## config.mk

```make
export PLATFORM = sky130hd
export DESIGN_NAME = id_stage_flat
export DESIGN_NICKNAME = d
export VERILOG_FILES = /design/src/rtl/id_stage_pkg.sv /design/src/rtl/id_stage_if.sv /design/src/rtl/id_decoder.sv /design/src/rtl/id_stage.sv /design/src/flat_wrapper.sv
export SDC_FILE = /design/constraint.sdc
export NUM_CORES = 1
export LEC_CHECK = 0
export ABC_AREA = 1
export CAP_MARGIN = 20
export CORE_AREA = 5 5 118 164
export CTS_CLUSTER_DIAMETER = 100
export DETAILED_ROUTE_END_ITERATION = 16
export DIE_AREA = 0 0 123 169
export GPL_TIMING_DRIVEN = 0
export MAX_ROUTING_LAYER = met4
export PLACE_DENSITY = 0.87
export SLEW_MARGIN = 20
export SYNTH_ARGS = -nofsm -noshare
export SYNTH_HDL_FRONTEND = slang
export SYNTH_HIERARCHICAL = 1
export SYNTH_SLANG_ARGS = --single-unit
```

## constraint.sdc

```tcl
create_clock -name clk -period 7.2 [get_ports clk]
set_input_delay 1.44 -clock clk [delete_from_list [all_inputs] [get_ports clk]]
set_output_delay 1.44 -clock clk [all_outputs]
set_load 0.02 [all_outputs]
```

## src/rtl/id_stage_pkg.sv

```systemverilog
// id_stage_pkg: constants and types shared by the decode stage.
//   - opcode match values for the supported LoongArch32 subset
//   - alu_op encodings
//   - decoder control bundle and selector enums
//   - RAW hazard helper
package id_stage_pkg;

    localparam logic [31:0] RESET_PC = 32'h1c00_0000;

    localparam logic [16:0] OP_ADD_W   = 17'h00020;  // inst[31:15]
    localparam logic [16:0] OP_SUB_W   = 17'h00022;  // inst[31:15]
    localparam logic [9:0]  OP_ADDI_W  = 10'h00a;    // inst[31:22]
    localparam logic [9:0]  OP_LD_W    = 10'h0a2;    // inst[31:22]
    localparam logic [9:0]  OP_ST_W    = 10'h0a6;    // inst[31:22]
    localparam logic [6:0]  OP_LU12I_W = 7'h0a;      // inst[31:25]
    localparam logic [5:0]  OP_JIRL    = 6'h13;      // inst[31:26]
    localparam logic [5:0]  OP_B       = 6'h14;
    localparam logic [5:0]  OP_BL      = 6'h15;
    localparam logic [5:0]  OP_BEQ     = 6'h16;
    localparam logic [5:0]  OP_BNE     = 6'h17;

    localparam logic [3:0]  ALU_ADD   = 4'd0;
    localparam logic [3:0]  ALU_SUB   = 4'd1;
    localparam logic [3:0]  ALU_PASS2 = 4'd2;

    typedef enum logic [1:0] {SRC2_RK, SRC2_SI12, SRC2_SI20, SRC2_FOUR} src2_sel_e;
    typedef enum logic [1:0] {DEST_NONE, DEST_RD, DEST_R1} dest_sel_e;
    typedef enum logic [2:0] {BR_NONE, BR_B, BR_BL, BR_JIRL, BR_BEQ, BR_BNE} br_kind_e;

    typedef struct packed {
        logic [3:0] alu_op;
        logic       src1_is_pc;
        src2_sel_e  src2_sel;
        dest_sel_e  dest_sel;
        logic       mem_we;
        logic       res_from_mem;
        br_kind_e   br_kind;
        logic       reads_rj;
        logic       reads_rk;
        logic       reads_rd;
    } dec_ctrl_t;

    // A source collides with a stage when it is really read, is not r0,
    // and the stage holds a valid instruction writing that register.
    function automatic logic raw_hit(input logic [4:0] src, input logic used,
                                     input logic stage_valid, input logic [4:0] stage_dest);
        return used && (src != 5'd0) && stage_valid && (stage_dest == src);
    endfunction

endpackage

```

## src/rtl/id_stage_if.sv

```systemverilog
// id_stage_if: all non-clock signals of the decode stage.
//   slave  : the decode stage view (fetch/regfile/downstream in, decode results out)
//   master : the surrounding pipeline view (drives what the stage reads)
interface id_stage_if;
    logic        fs_to_ds_valid;
    logic [31:0] fs_pc;
    logic [31:0] fs_inst;
    logic        ds_allowin;
    logic        es_allowin;
    logic        ds_to_es_valid;
    logic        br_taken;
    logic [31:0] br_target;
    logic [4:0]  rf_raddr1;
    logic [4:0]  rf_raddr2;
    logic [31:0] rf_rdata1;
    logic [31:0] rf_rdata2;
    logic        es_valid;
    logic        ms_valid;
    logic        ws_valid;
    logic [4:0]  es_dest;
    logic [4:0]  ms_dest;
    logic [4:0]  ws_dest;
    logic [31:0] ds_pc;
    logic [3:0]  alu_op;
    logic [31:0] alu_src1;
    logic [31:0] alu_src2;
    logic [4:0]  dest;
    logic        mem_we;
    logic        res_from_mem;
    logic [31:0] st_data;

    modport slave (
        input  fs_to_ds_valid, fs_pc, fs_inst, es_allowin, rf_rdata1, rf_rdata2,
               es_valid, ms_valid, ws_valid, es_dest, ms_dest, ws_dest,
        output ds_allowin, ds_to_es_valid, br_taken, br_target, rf_raddr1, rf_raddr2,
               ds_pc, alu_op, alu_src1, alu_src2, dest, mem_we, res_from_mem, st_data
    );

    modport master (
        output fs_to_ds_valid, fs_pc, fs_inst, es_allowin, rf_rdata1, rf_rdata2,
               es_valid, ms_valid, ws_valid, es_dest, ms_dest, ws_dest,
        input  ds_allowin, ds_to_es_valid, br_taken, br_target, rf_raddr1, rf_raddr2,
               ds_pc, alu_op, alu_src1, alu_src2, dest, mem_we, res_from_mem, st_data
    );
endinterface

```

## src/rtl/id_decoder.sv

```systemverilog
// id_decoder: purely combinational opcode decode.
//   opcode_i : instruction bits [31:15] (all opcode fields live in this range)
//   ctrl_o   : alu op, operand/dest selects, memory flags, branch kind, source usage
// Anything not matched decodes as a NOP (no dest, no memory, no branch).
module id_decoder
    import id_stage_pkg::*;
(
    input  logic [16:0] opcode_i,
    output dec_ctrl_t   ctrl_o
);
    always_comb begin
        ctrl_o          = '0;
        ctrl_o.alu_op   = ALU_ADD;
        ctrl_o.src2_sel = SRC2_RK;
        ctrl_o.dest_sel = DEST_NONE;
        ctrl_o.br_kind  = BR_NONE;
        if (opcode_i == OP_ADD_W || opcode_i == OP_SUB_W) begin
            ctrl_o.alu_op   = (opcode_i == OP_SUB_W) ? ALU_SUB : ALU_ADD;
            ctrl_o.dest_sel = DEST_RD;
            ctrl_o.reads_rj = 1'b1;
            ctrl_o.reads_rk = 1'b1;
        end else if (opcode_i[16:7] == OP_ADDI_W || opcode_i[16:7] == OP_LD_W) begin
            ctrl_o.src2_sel     = SRC2_SI12;
            ctrl_o.dest_sel     = DEST_RD;
            ctrl_o.reads_rj     = 1'b1;
            ctrl_o.res_from_mem = (opcode_i[16:7] == OP_LD_W);
        end else if (opcode_i[16:7] == OP_ST_W) begin
            ctrl_o.src2_sel = SRC2_SI12;
            ctrl_o.mem_we   = 1'b1;
            ctrl_o.reads_rj = 1'b1;
            ctrl_o.reads_rd = 1'b1;
        end else if (opcode_i[16:10] == OP_LU12I_W) begin
            ctrl_o.alu_op   = ALU_PASS2;
            ctrl_o.src2_sel = SRC2_SI20;
            ctrl_o.dest_sel = DEST_RD;
        end else if (opcode_i[16:11] == OP_JIRL) begin
            ctrl_o.src1_is_pc = 1'b1;
            ctrl_o.src2_sel   = SRC2_FOUR;
            ctrl_o.dest_sel   = DEST_RD;
            ctrl_o.br_kind    = BR_JIRL;
            ctrl_o.reads_rj   = 1'b1;
        end else if (opcode_i[16:11] == OP_B) begin
            ctrl_o.br_kind = BR_B;
        end else if (opcode_i[16:11] == OP_BL) begin
            ctrl_o.src1_is_pc = 1'b1;
            ctrl_o.src2_sel   = SRC2_FOUR;
            ctrl_o.dest_sel   = DEST_R1;
            ctrl_o.br_kind    = BR_BL;
        end else if (opcode_i[16:11] == OP_BEQ || opcode_i[16:11] == OP_BNE) begin
            ctrl_o.br_kind  = (opcode_i[16:11] == OP_BEQ) ? BR_BEQ : BR_BNE;
            ctrl_o.reads_rj = 1'b1;
            ctrl_o.reads_rd = 1'b1;
        end
    end
endmodule

```

## src/rtl/id_stage.sv

```systemverilog
// id_stage: decode stage of the 5-stage LoongArch32 pipeline.
//   clk, reset : clock, synchronous active-high reset
//   bus        : id_stage_if.slave -- fetch handshake, regfile read ports,
//                downstream valid/dest for hazards, decoded operands to EX,
//                branch redirect back to fetch
// No forwarding: any RAW hit against EX/MEM/WB holds the instruction here.
module id_stage #(
    parameter logic [31:0] RESET_PC = id_stage_pkg::RESET_PC
) (
    input  logic      clk,
    input  logic      reset,
    id_stage_if.slave bus
);
    import id_stage_pkg::*;

    logic        ds_valid_q, ds_valid_d;
    logic [31:0] ds_pc_q, ds_pc_d;
    logic [31:0] ds_inst_q, ds_inst_d;

    dec_ctrl_t   ctrl;
    logic [4:0]  rd, rj, rk, raddr2;
    logic [31:0] rj_val, r2_val, si12, si20, offs16, offs26;
    logic        stall, ds_ready_go, ds_allowin, br_cond, br_taken;

    assign rd = ds_inst_q[4:0];
    assign rj = ds_inst_q[9:5];
    assign rk = ds_inst_q[14:10];

    id_decoder u_decoder (
        .opcode_i (ds_inst_q[31:15]),
        .ctrl_o   (ctrl)
    );

    assign raddr2        = ctrl.reads_rd ? rd : rk;
    assign bus.rf_raddr1 = rj;
    assign bus.rf_raddr2 = raddr2;
    assign rj_val        = (rj == 5'd0) ? 32'd0 : bus.rf_rdata1;
    assign r2_val        = (raddr2 == 5'd0) ? 32'd0 : bus.rf_rdata2;

    assign si12   = {{20{ds_inst_q[21]}}, ds_inst_q[21:10]};
    assign si20   = {ds_inst_q[24:5], 12'b0};
    assign offs16 = {{14{ds_inst_q[25]}}, ds_inst_q[25:10], 2'b0};
    assign offs26 = {{4{ds_inst_q[9]}}, ds_inst_q[9:0], ds_inst_q[25:10], 2'b0};

    // Port 2 carries either rk or rd; both count as a real read.
    assign stall =
          raw_hit(rj,     ctrl.reads_rj,                 bus.es_valid, bus.es_dest)
        | raw_hit(rj,     ctrl.reads_rj,                 bus.ms_valid, bus.ms_dest)
        | raw_hit(rj,     ctrl.reads_rj,                 bus.ws_valid, bus.ws_dest)
        | raw_hit(raddr2, ctrl.reads_rk | ctrl.reads_rd, bus.es_valid, bus.es_dest)
        | raw_hit(raddr2, ctrl.reads_rk | ctrl.reads_rd, bus.ms_valid, bus.ms_dest)
        | raw_hit(raddr2, ctrl.reads_rk | ctrl.reads_rd, bus.ws_valid, bus.ws_dest);
    assign ds_ready_go = !stall;
    assign ds_allowin  = !ds_valid_q | (ds_ready_go & bus.es_allowin);

    always_comb begin
        case (ctrl.br_kind)
            BR_B, BR_BL, BR_JIRL: br_cond = 1'b1;
            BR_BEQ:               br_cond = (rj_val == r2_val);
            BR_BNE:               br_cond = (rj_val != r2_val);
            default:              br_cond = 1'b0;
        endcase
    end
    assign br_taken = ds_valid_q & ds_ready_go & br_cond;

    always_comb begin
        if (ctrl.br_kind == BR_JIRL)
            bus.br_target = rj_val + offs16;
        else if (ctrl.br_kind == BR_B || ctrl.br_kind == BR_BL)
            bus.br_target = ds_pc_q + offs26;
        else
            bus.br_target = ds_pc_q + offs16;
    end

    always_comb begin
        case (ctrl.src2_sel)
            SRC2_SI12: bus.alu_src2 = si12;
            SRC2_SI20: bus.alu_src2 = si20;
            SRC2_FOUR: bus.alu_src2 = 32'd4;
            default:   bus.alu_src2 = r2_val;
        endcase
        case (ctrl.dest_sel)
            DEST_RD: bus.dest = rd;
            DEST_R1: bus.dest = 5'd1;
            default: bus.dest = 5'd0;
        endcase
    end

    assign bus.alu_src1       = ctrl.src1_is_pc ? ds_pc_q : rj_val;
    assign bus.alu_op         = ctrl.alu_op;
    assign bus.st_data        = r2_val;
    assign bus.mem_we         = ds_valid_q & ctrl.mem_we;
    assign bus.res_from_mem   = ds_valid_q & ctrl.res_from_mem;
    assign bus.ds_pc          = ds_pc_q;
    assign bus.ds_allowin     = ds_allowin;
    assign bus.ds_to_es_valid = ds_valid_q & ds_ready_go;
    assign bus.br_taken       = br_taken;

    // A taken branch squashes whatever fetch is presenting in the same cycle.
    always_comb begin
        ds_valid_d = ds_valid_q;
        ds_pc_d    = ds_pc_q;
        ds_inst_d  = ds_inst_q;
        if (ds_allowin) begin
            ds_valid_d = bus.fs_to_ds_valid & !br_taken;
            if (bus.fs_to_ds_valid) begin
                ds_pc_d   = bus.fs_pc;
                ds_inst_d = bus.fs_inst;
            end
        end
    end

    always_ff @(posedge clk) begin
        if (reset) begin
            ds_valid_q <= 1'b0;
            ds_pc_q    <= RESET_PC;
            ds_inst_q  <= 32'd0;
        end else begin
            ds_valid_q <= ds_valid_d;
            ds_pc_q    <= ds_pc_d;
            ds_inst_q  <= ds_inst_d;
        end
    end
endmodule

```

## src/flat_wrapper.sv

```systemverilog
// flat-port wrapper written by rule: the top's interface ports become plain ports
module id_stage_flat import id_stage_pkg::*;
#(
    parameter logic [31:0] RESET_PC = id_stage_pkg::RESET_PC
)
  (clk, reset, bus_fs_to_ds_valid, bus_fs_pc, bus_fs_inst, bus_es_allowin, bus_rf_rdata1, bus_rf_rdata2, bus_es_valid, bus_ms_valid, bus_ws_valid, bus_es_dest, bus_ms_dest, bus_ws_dest, bus_ds_allowin, bus_ds_to_es_valid, bus_br_taken, bus_br_target, bus_rf_raddr1, bus_rf_raddr2, bus_ds_pc, bus_alu_op, bus_alu_src1, bus_alu_src2, bus_dest, bus_mem_we, bus_res_from_mem, bus_st_data);
  id_stage_if bus_i ();
  input  logic clk;
  input  logic reset;
  input wire logic [$bits(bus_i.fs_to_ds_valid)-1:0] bus_fs_to_ds_valid;
  input wire logic [$bits(bus_i.fs_pc)-1:0] bus_fs_pc;
  input wire logic [$bits(bus_i.fs_inst)-1:0] bus_fs_inst;
  input wire logic [$bits(bus_i.es_allowin)-1:0] bus_es_allowin;
  input wire logic [$bits(bus_i.rf_rdata1)-1:0] bus_rf_rdata1;
  input wire logic [$bits(bus_i.rf_rdata2)-1:0] bus_rf_rdata2;
  input wire logic [$bits(bus_i.es_valid)-1:0] bus_es_valid;
  input wire logic [$bits(bus_i.ms_valid)-1:0] bus_ms_valid;
  input wire logic [$bits(bus_i.ws_valid)-1:0] bus_ws_valid;
  input wire logic [$bits(bus_i.es_dest)-1:0] bus_es_dest;
  input wire logic [$bits(bus_i.ms_dest)-1:0] bus_ms_dest;
  input wire logic [$bits(bus_i.ws_dest)-1:0] bus_ws_dest;
  output wire logic [$bits(bus_i.ds_allowin)-1:0] bus_ds_allowin;
  output wire logic [$bits(bus_i.ds_to_es_valid)-1:0] bus_ds_to_es_valid;
  output wire logic [$bits(bus_i.br_taken)-1:0] bus_br_taken;
  output wire logic [$bits(bus_i.br_target)-1:0] bus_br_target;
  output wire logic [$bits(bus_i.rf_raddr1)-1:0] bus_rf_raddr1;
  output wire logic [$bits(bus_i.rf_raddr2)-1:0] bus_rf_raddr2;
  output wire logic [$bits(bus_i.ds_pc)-1:0] bus_ds_pc;
  output wire logic [$bits(bus_i.alu_op)-1:0] bus_alu_op;
  output wire logic [$bits(bus_i.alu_src1)-1:0] bus_alu_src1;
  output wire logic [$bits(bus_i.alu_src2)-1:0] bus_alu_src2;
  output wire logic [$bits(bus_i.dest)-1:0] bus_dest;
  output wire logic [$bits(bus_i.mem_we)-1:0] bus_mem_we;
  output wire logic [$bits(bus_i.res_from_mem)-1:0] bus_res_from_mem;
  output wire logic [$bits(bus_i.st_data)-1:0] bus_st_data;
  assign bus_i.fs_to_ds_valid = bus_fs_to_ds_valid;
  assign bus_i.fs_pc = bus_fs_pc;
  assign bus_i.fs_inst = bus_fs_inst;
  assign bus_i.es_allowin = bus_es_allowin;
  assign bus_i.rf_rdata1 = bus_rf_rdata1;
  assign bus_i.rf_rdata2 = bus_rf_rdata2;
  assign bus_i.es_valid = bus_es_valid;
  assign bus_i.ms_valid = bus_ms_valid;
  assign bus_i.ws_valid = bus_ws_valid;
  assign bus_i.es_dest = bus_es_dest;
  assign bus_i.ms_dest = bus_ms_dest;
  assign bus_i.ws_dest = bus_ws_dest;
  assign bus_ds_allowin = bus_i.ds_allowin;
  assign bus_ds_to_es_valid = bus_i.ds_to_es_valid;
  assign bus_br_taken = bus_i.br_taken;
  assign bus_br_target = bus_i.br_target;
  assign bus_rf_raddr1 = bus_i.rf_raddr1;
  assign bus_rf_raddr2 = bus_i.rf_raddr2;
  assign bus_ds_pc = bus_i.ds_pc;
  assign bus_alu_op = bus_i.alu_op;
  assign bus_alu_src1 = bus_i.alu_src1;
  assign bus_alu_src2 = bus_i.alu_src2;
  assign bus_dest = bus_i.dest;
  assign bus_mem_we = bus_i.mem_we;
  assign bus_res_from_mem = bus_i.res_from_mem;
  assign bus_st_data = bus_i.st_data;
  id_stage #(.RESET_PC(RESET_PC)) u_core (.clk(clk), .reset(reset), .bus(bus_i));
endmodule
```

==> run metrics, run 1 <==
htree depth 3; RSZ-0062 raised after global routing no; worst skew pair latency 0.35 ns; share of layout cells above drive strength 1 3.95%; Core ar. 17800 sq um; Hold-fix buffers, CTS 0; final setup fails 0; Vias/cell 6.04; nets@finish 2054; Pwr Total 2.06 mW; final WL 47500 um; post-DP HPWL 38100 um; period utilization 93.1%; TritonCTS sink count 65; Die W 123 um; worst-case clock buffer depth 2; Ys Warns 6; top_reg_cell synth dfxtp_1; crit path cell chain clkdlybuf4s50_1 > nand2_1 > inv_1 > ha_1 > fa_1 > nand2_1 > nand3_1 > o21ai_0 > inv_1 > a21oi_1 > inv_1 > nand2_1 > nand2_1 > a21oi_1 > o21ai_0 > a21oi_1 > nor2_1 > o21ai_0 > clkdlybuf4s50_1; WP data required 5.76 ns; Setup Crit Path Kind in2out; Root Driver clkbuf_16; CP max-delay cell clkdlybuf4s50_1; Max VDD drop 168 uV; remaining antenna violation count 0; Clock Skew 0.0160 ns; slowest cell delay on critical path 0.66 ns; Resize count post-CTS 0; drt wl/cell 22.8 um; total CTS buffers 9; area grow syn2layout 46.9%; HP Class reg2reg; commonest non-fill, non-tap cell in the layout nand2_1; setup slack after layout 0.499 ns; number of global-route vias before repair 12.3k; PwrDens 166 nW/um^2; MaxCap Viol Count 0; die area 20800 sq um; Crit Path Max Fanout 5; most used cell, CP nand2_1; Final Hold Viols 0; Seq/Total Area, Yosys 15.4%; Final min period 6.70 ns; total track usage 45.7%; clock tree from TritonCTS built; total negative slack 0 ns; Pre-antenna DRT Iters 7; Worst setup startpoint bus_rf_rdata1[2]; buffers added on ports 329; Slew @ Worst Pin 1.06 ns; Cell Area, Placed 12100 sq um; die height 169 um; DRC Markers 0; P_leak 5.99 nW; most frequent cells in the layout 410 x nand2_1, 329 x clkdlybuf4s50_1, 203 x inv_1, 172 x a21oi_1, 143 x o21ai_0; type of origin of the critical path input pin; Pins Over Slew Limit 0; initial antenna violation count 1; clk slew on worst S/H paths 0.06 ns; Initial Util 47.6%; cells after synthesis 1499; pre-CTS WS 0.596 ns; drt first-iter violations 1698; RR Startpoint u_core/ds_inst_q[25]; Synth cell types 49; Rows 58; largest net degree at the start of global routing 21; post-synthesis register bit count 65; outcome completed; Hold Path Origin u_core/bus.ds_pc[1]; first-pass GRT wire length 69900 um; GPL Wtd Cong 1.09; # IOs 334; Final Instance Area 12400 sq um; Synth Cell Area 8460 sq um; fillers 1556; DR vias 12.6k; asr flop ratio synth 0%; WP data arrival 5.26 ns; Slew HR 29.2%; WHS 0.526 ns; Post-synth EDFFs 0; Avg Inst Size Synth 5.64 sq um; Max Clk Rate 149 MHz; Overflow after GRT 0; Critical Path End Type output pin
-- through the flow --
step | utilization (%) | cells
finish | 69.9 | 2088
floorplan | - | 1500
global placement | 67.8 | 2069
global route | 69.9 | 2088
CTS | 69.8 | 2085
detailed placement | 67.8 | 2069
-- what timing repair did --
| action | in CTS | in global routing |
|---|---|---|
| setup endpoints to repair | 0 | 1 |
| endpoints found under the hold margin | 0 | 0 |
| buffers inserted | 0 | 2 |
-- worst max-delay path, delay by kind of cell --
| family | cells | cell delay, ns |
|---|---|---|
| compound gates | 6 | 1.28 |
| fa+ha+maj | 2 | 0.64 |
| buf+inv | 5 | 1.34 |
| simple gates | 6 | 0.57 |
-- cell families (layout without fill, tap and decap cells) --
| kind of cell | after synthesis | after routing | share of synthesized area (%) |
|---|---|---|---|
| and+or+nand+nor | 675 | 675 | 33.4 |
| DFF | 65 | 65 | 15.4 |
| AOI/OAI and AO/OA | 397 | 397 | 26.0 |
| other | 1 | 3 | 0.0443 |
| buffers and inverters | 277 | 624 | 13.5 |
| adders and majority gates | 62 | 62 | 9.35 |
| xor gates and xnor gates | 22 | 22 | 2.28 |
-- state kept, by name (all words and copies together) (netlist names) --
name	flops
u_core/ds_inst_q	32
u_core/bus.ds_pc	32
u_core/ds_valid_q	1
-- area by class of cell --
cell class              count  area [sq um]  area share, %
diodes                      1          2.50         0.0201
plain buffers              69           362           2.91
clock buffers               9           225           1.81
clock inverters             7           125           1.01
inverters                 208           781           6.29
multi-input cells        1158          6020           48.4
flip-flops and latches     65          1300           10.5
well taps                 240           300           2.42
repair buffers            331          3310           26.6
-- report_power, final --
group          switching [mW]  total, mW  internal (mW)
clock                   0.191      0.533          0.342
combinational           0.660       1.09          0.432
sequential             0.0476      0.430          0.383
total                   0.899       2.06           1.16
-- synthesized netlist by cell type, types with 9 or more instances --
cell type | instances | area (sq um)
nand3_1 | 117 | 586
a21oi_1 | 172 | 861
o211ai_1 | 15 | 113
xor2_1 | 14 | 123
nand2_2 | 9 | 56.3
nand4_1 | 9 | 56.3
nand2_1 | 410 | 1540
ha_1 | 60 | 751
o221ai_1 | 11 | 96.3
inv_1 | 203 | 762
dfxtp_1 | 65 | 1300
buf_4 | 14 | 105
o21ai_0 | 143 | 716
o22ai_1 | 12 | 75.1
a31oi_1 | 15 | 93.8
buf_2 | 10 | 50.1
clkbuf_1 | 38 | 143
nor2_1 | 101 | 379
-- metal layers --
metal	track usage [%]	wire [um]
met4	34.1	4480
met2	71.8	21500
met5	-	0
met3	8.19	5500
met1	51.2	16000
-- final timing paths --
| path | depth (start not counted) | endpoint | slack (ns) |
|---|---|---|---|
| worst max-delay path | 19 | bus_br_target[28] | 0.50 |
| worst min-delay path | 2 | u_core/bus.ds_pc[1] | 0.53 |
| worst max register to register | 20 | u_core/ds_inst_q[9] | 3.30 |
| worst min register to register | 2 | u_core/bus.ds_pc[1] | 0.53 |
Power figures use the tool's default switching activity.
==> run 2, diff against run 1 <==
- CORE_AREA: 5 5 118 164 -> 5 5 117 163
- DIE_AREA: 0 0 123 169 -> 0 0 122 168
- SYNTH_HIERARCHICAL: 1 -> default
==> run metrics, run 2 <==
global route hottest layer met2; clk slew on worst S/H paths 0.06 ns (about the same); type of origin of the critical path register; CP delay by family, top compound AO/OA/AOI/OAI gates; Max Clk Rate 144 MHz (-3.5%); HP Class reg2reg; final WL 46100 um (-2.9%); worst reg-to-reg path cell count 17 (-15%); Avg Inst Size Synth 5.71 sq um (+1.3%); Root Driver clkbuf_16; slowest cell delay on critical path 0.61 ns (-0.05 ns); Max VDD drop 131 uV (-22%); DRC Markers 0 (unchanged); P_leak 5.76 nW (-3.7%); largest family of logic cells by synthesized area simple AND/OR/NAND/NOR gates; Resize count post-CTS 3 (+3); Pre-antenna DRT Iters 6 (-1); sequential power share 22.1% (+1.2 points); pre-CTS WS 0.194 ns (-0.402 ns); CP max-delay cell clkdlybuf4s50_1; endpoint of the worst register-to-register path u_core.ds_inst_q[13]; clock tree from TritonCTS built; drt first-iter violations 1421 (-16%); top-area cell type share of the netlist area 19.5% (+1.3 points); number of global-route vias before repair 11.4k (-7.3%); period utilization 96.5% (+3.4 points); first-pass GRT wire length 67000 um (-4.2%); outcome completed; Synth Area in XOR/XNOR 4.28% (+2.0 points); compound-gate portion of the synthesized area 23.3% (-2.7 points); GRT met2 Usage 73.2% (+1.4 points); top_reg_cell synth dfxtp_1; # IOs 334 (unchanged); power share of the clock group 24.8% (-1.1 points); Synth top cells by count 426 x nand2_1, 187 x inv_1, 156 x a21oi_1; Vias/cell 5.86 (-2.9%); Util after Layout 69.9% (about the same); share of layout cells above drive strength 1 4.38% (+0.43 points); Initial Util 47.2% (-0.33 points); RSZ-0062 raised after global routing no; Post-Synth Adder-Cell Area 9.66% (+0.31 points); RR Startpoint u_core.ds_inst_q[25]; Slew @ Worst Pin 1.08 ns (+0.0215 ns); buffers added on ports 330 (+0.30%); Synth Area in Simple Gates 33.9% (+0.54 points); Final Hold Viols 0 (unchanged); M1 GR Usage 49.5% (-1.8 points); Setup Crit Path Kind reg2out; Post-synth EDFFs 0 (unchanged); Critical Path End Type output pin; Hold-fix buffers, CTS 0 (unchanged); htree depth 3 (unchanged); WP data arrival 5.51 ns (+0.25 ns); P_int 1.07 mW (-7.5%); TritonCTS sink count 65 (unchanged); Setup crit end bus_br_target[31]; Overflow after GRT 0 (unchanged); post-synthesis register bit count 65 (unchanged); MaxCap Viol Count 0 (unchanged); worst skew pair latency 0.36 ns (about the same); most frequent cells in the layout 426 x nand2_1, 330 x clkdlybuf4s50_1, 187 x inv_1, 156 x a21oi_1, 114 x o21ai_0; leading cell types by total area after synthesis nand2_1 20%, dfxtp_1 16%, a21oi_1 9.5%; most used cell, CP nand2_1; PwrDens 159 nW/um^2 (-4.2%); Crit Path Max Fanout 10 (+5); Seq/Total Area, Yosys 15.9% (+0.51 points); total CTS buffers 9 (unchanged); crit path cell chain nor3_1 > nand3_2 > clkbuf_2 > nand2_1 > inv_1 > ha_1 > a21oi_1 > nand2_1 > a21oi_1 > o21ai_0 > a21oi_1 > inv_1 > nand2_1 > nand2_1 > nand2_1 > nand2_1 > a21oi_1 > o21ai_0 > a21oi_1 > xor2_1 > nand2_1 > nand2_1 > clkdlybuf4s50_1; Die W 122 um (-0.81%); GPL Wtd Cong 1.09 (+0.25%); Synth Cell Area 8190 sq um (-3.2%); Final min period 6.95 ns (+0.246 ns); commonest non-fill, non-tap cell in the layout nand2_1; die area 20500 sq um (-1.4%); count leader, synth nand2_1; P_sw 850 uW (-5.4%); Slew HR 27.1% (-2.0 points); total track usage 44.7% (-1.1 points); initial antenna violation count 1 (unchanged); Worst setup startpoint u_core.ds_inst_q[7]; post-synthesis mux area share 0.122% (+0.12 points); Rows 57 (-1.7%); die height 168 um (-0.59%); Synth cell types 46 (-6.1%); Synth area leader nand2_1; cells after synthesis 1433 (-4.4%); Reg2Reg Setup Slack 3.11 ns (-0.19 ns); WP data required 5.76 ns (about the same); asr flop ratio synth 0% (unchanged); final setup fails 0 (unchanged); Worst Path Buf+Inv 4 (-1); fillers 1577 (+1.3%); met3 Usage GRT 9.43% (+1.2 points); largest net degree at the start of global routing 19 (-9.5%); Crit path depth 23 (+4); remaining antenna violation count 0 (unchanged); Clock Skew 0.00910 ns (-0.00687 ns); worst-case clock buffer depth 2 (unchanged); Core ar. 17300 sq um (-2.5%); nets@finish 1987 (-3.3%); setup bufs post-CTS 0 (unchanged); Hold Path Origin u_core.bus.ds_pc[13]; DR vias 11.8k (-6.2%); Sw Ratio 44.3% (+0.54 points); Pins Over Slew Limit 0 (unchanged); drt wl/cell 22.9 um (+0.49%); setup slack after layout 0.253 ns (-0.246 ns); Comb power frac 53.0% (about the same); area grow syn2layout 47.9%; post-DP HPWL 37500 um (-1.6%); total negative slack 0 ns (unchanged); Ys Warns 0 (-6)
-- run 2: cell count changes after synthesis, moves of 13 or more --
cell,change
nand3_1,-20
a21oi_1,-16
nand2_1,+16
inv_1,-16
o21ai_0,-27
nor2_1,-13
-- run 2: cells by family after synthesis --
kind of cell    Yosys count
simple gates            665
other cells               1
compound gates          345
mux                       1
buf+inv                 254
fa+ha+maj                62
xor+xnor                 40
flops                    65
-- run 2: worst min-delay path by stage --
stage,to,cells past startpoint,slack (ns)
after floorplan,u_core.ds_inst_q[1],2,0.46
after CTS,u_core.bus.ds_pc[21],2,0.51
after global placement,u_core.bus.ds_pc[1],2,0.48
after detailed placement,u_core.bus.ds_pc[1],2,0.50
final,u_core.bus.ds_pc[13],2,0.51
after global routing,u_core.bus.ds_pc[1],2,0.52
-- run 2: worst reg2reg max path: stages (launching register included) --
cell and delay [ns]:
dfxtp_1 0.96, inv_1 0.32, nand2_1 0.16, nor2_1 0.08, nand3_4 0.10, nand2_4 0.09
o21ai_2 0.27, nand2_2 0.15, nor2_2 0.23, buf_2 0.38, a31oi_1 0.11, nand2_1 0.11
nand3_1 0.07, nand2_1 0.14, buf_4 0.25, buf_4 0.23, nand3_1 0.15, a21oi_1 0.20
-- run 2: metal layers --
metal	up-vias	wire, um
met4	0	3320
met1	5329	16300
li1	5403	-
met2	859	21700
met3	233	4840
met5	-	0
-- run 2: per-stage QoR --
step	area (sq um)	power, mW	std cells	hold slack, ns
2_1_floorplan	8190	0.937	1434	0.463
3_3_place_gp	11800	1.41	2000	0.475
3_5_place_dp	11800	1.42	2000	0.496
4_1_cts	12100	1.89	2016	0.507
5_1_grt	12100	1.99	2017	0.524
6_report	12100	1.92	2017	0.509
-- run 2: layout make-up --
type,count,area [sq um],share of cell area [%]
repair buffers,330,3300,27.3
clock buffers,10,239,1.97
inverters,190,713,5.89
clock inverters,6,66.3,0.548
multi-input cells,1115,5850,48.3
flip-flops and latches,65,1300,10.7
plain buffers,64,334,2.76
well taps,236,295,2.44
diodes,1,2.50,0.0207
-- run 2: power groups by stage --
stage | sequential (mW) | clock, mW | combinational [mW]
floorplan | 0.424 | 0 | 0.513
global placement | 0.429 | 0 | 0.981
detailed placement | 0.429 | 0 | 0.988
CTS | 0.421 | 0.473 | 0.995
global route | 0.425 | 0.489 | 1.07
finish | 0.425 | 0.477 | 1.02
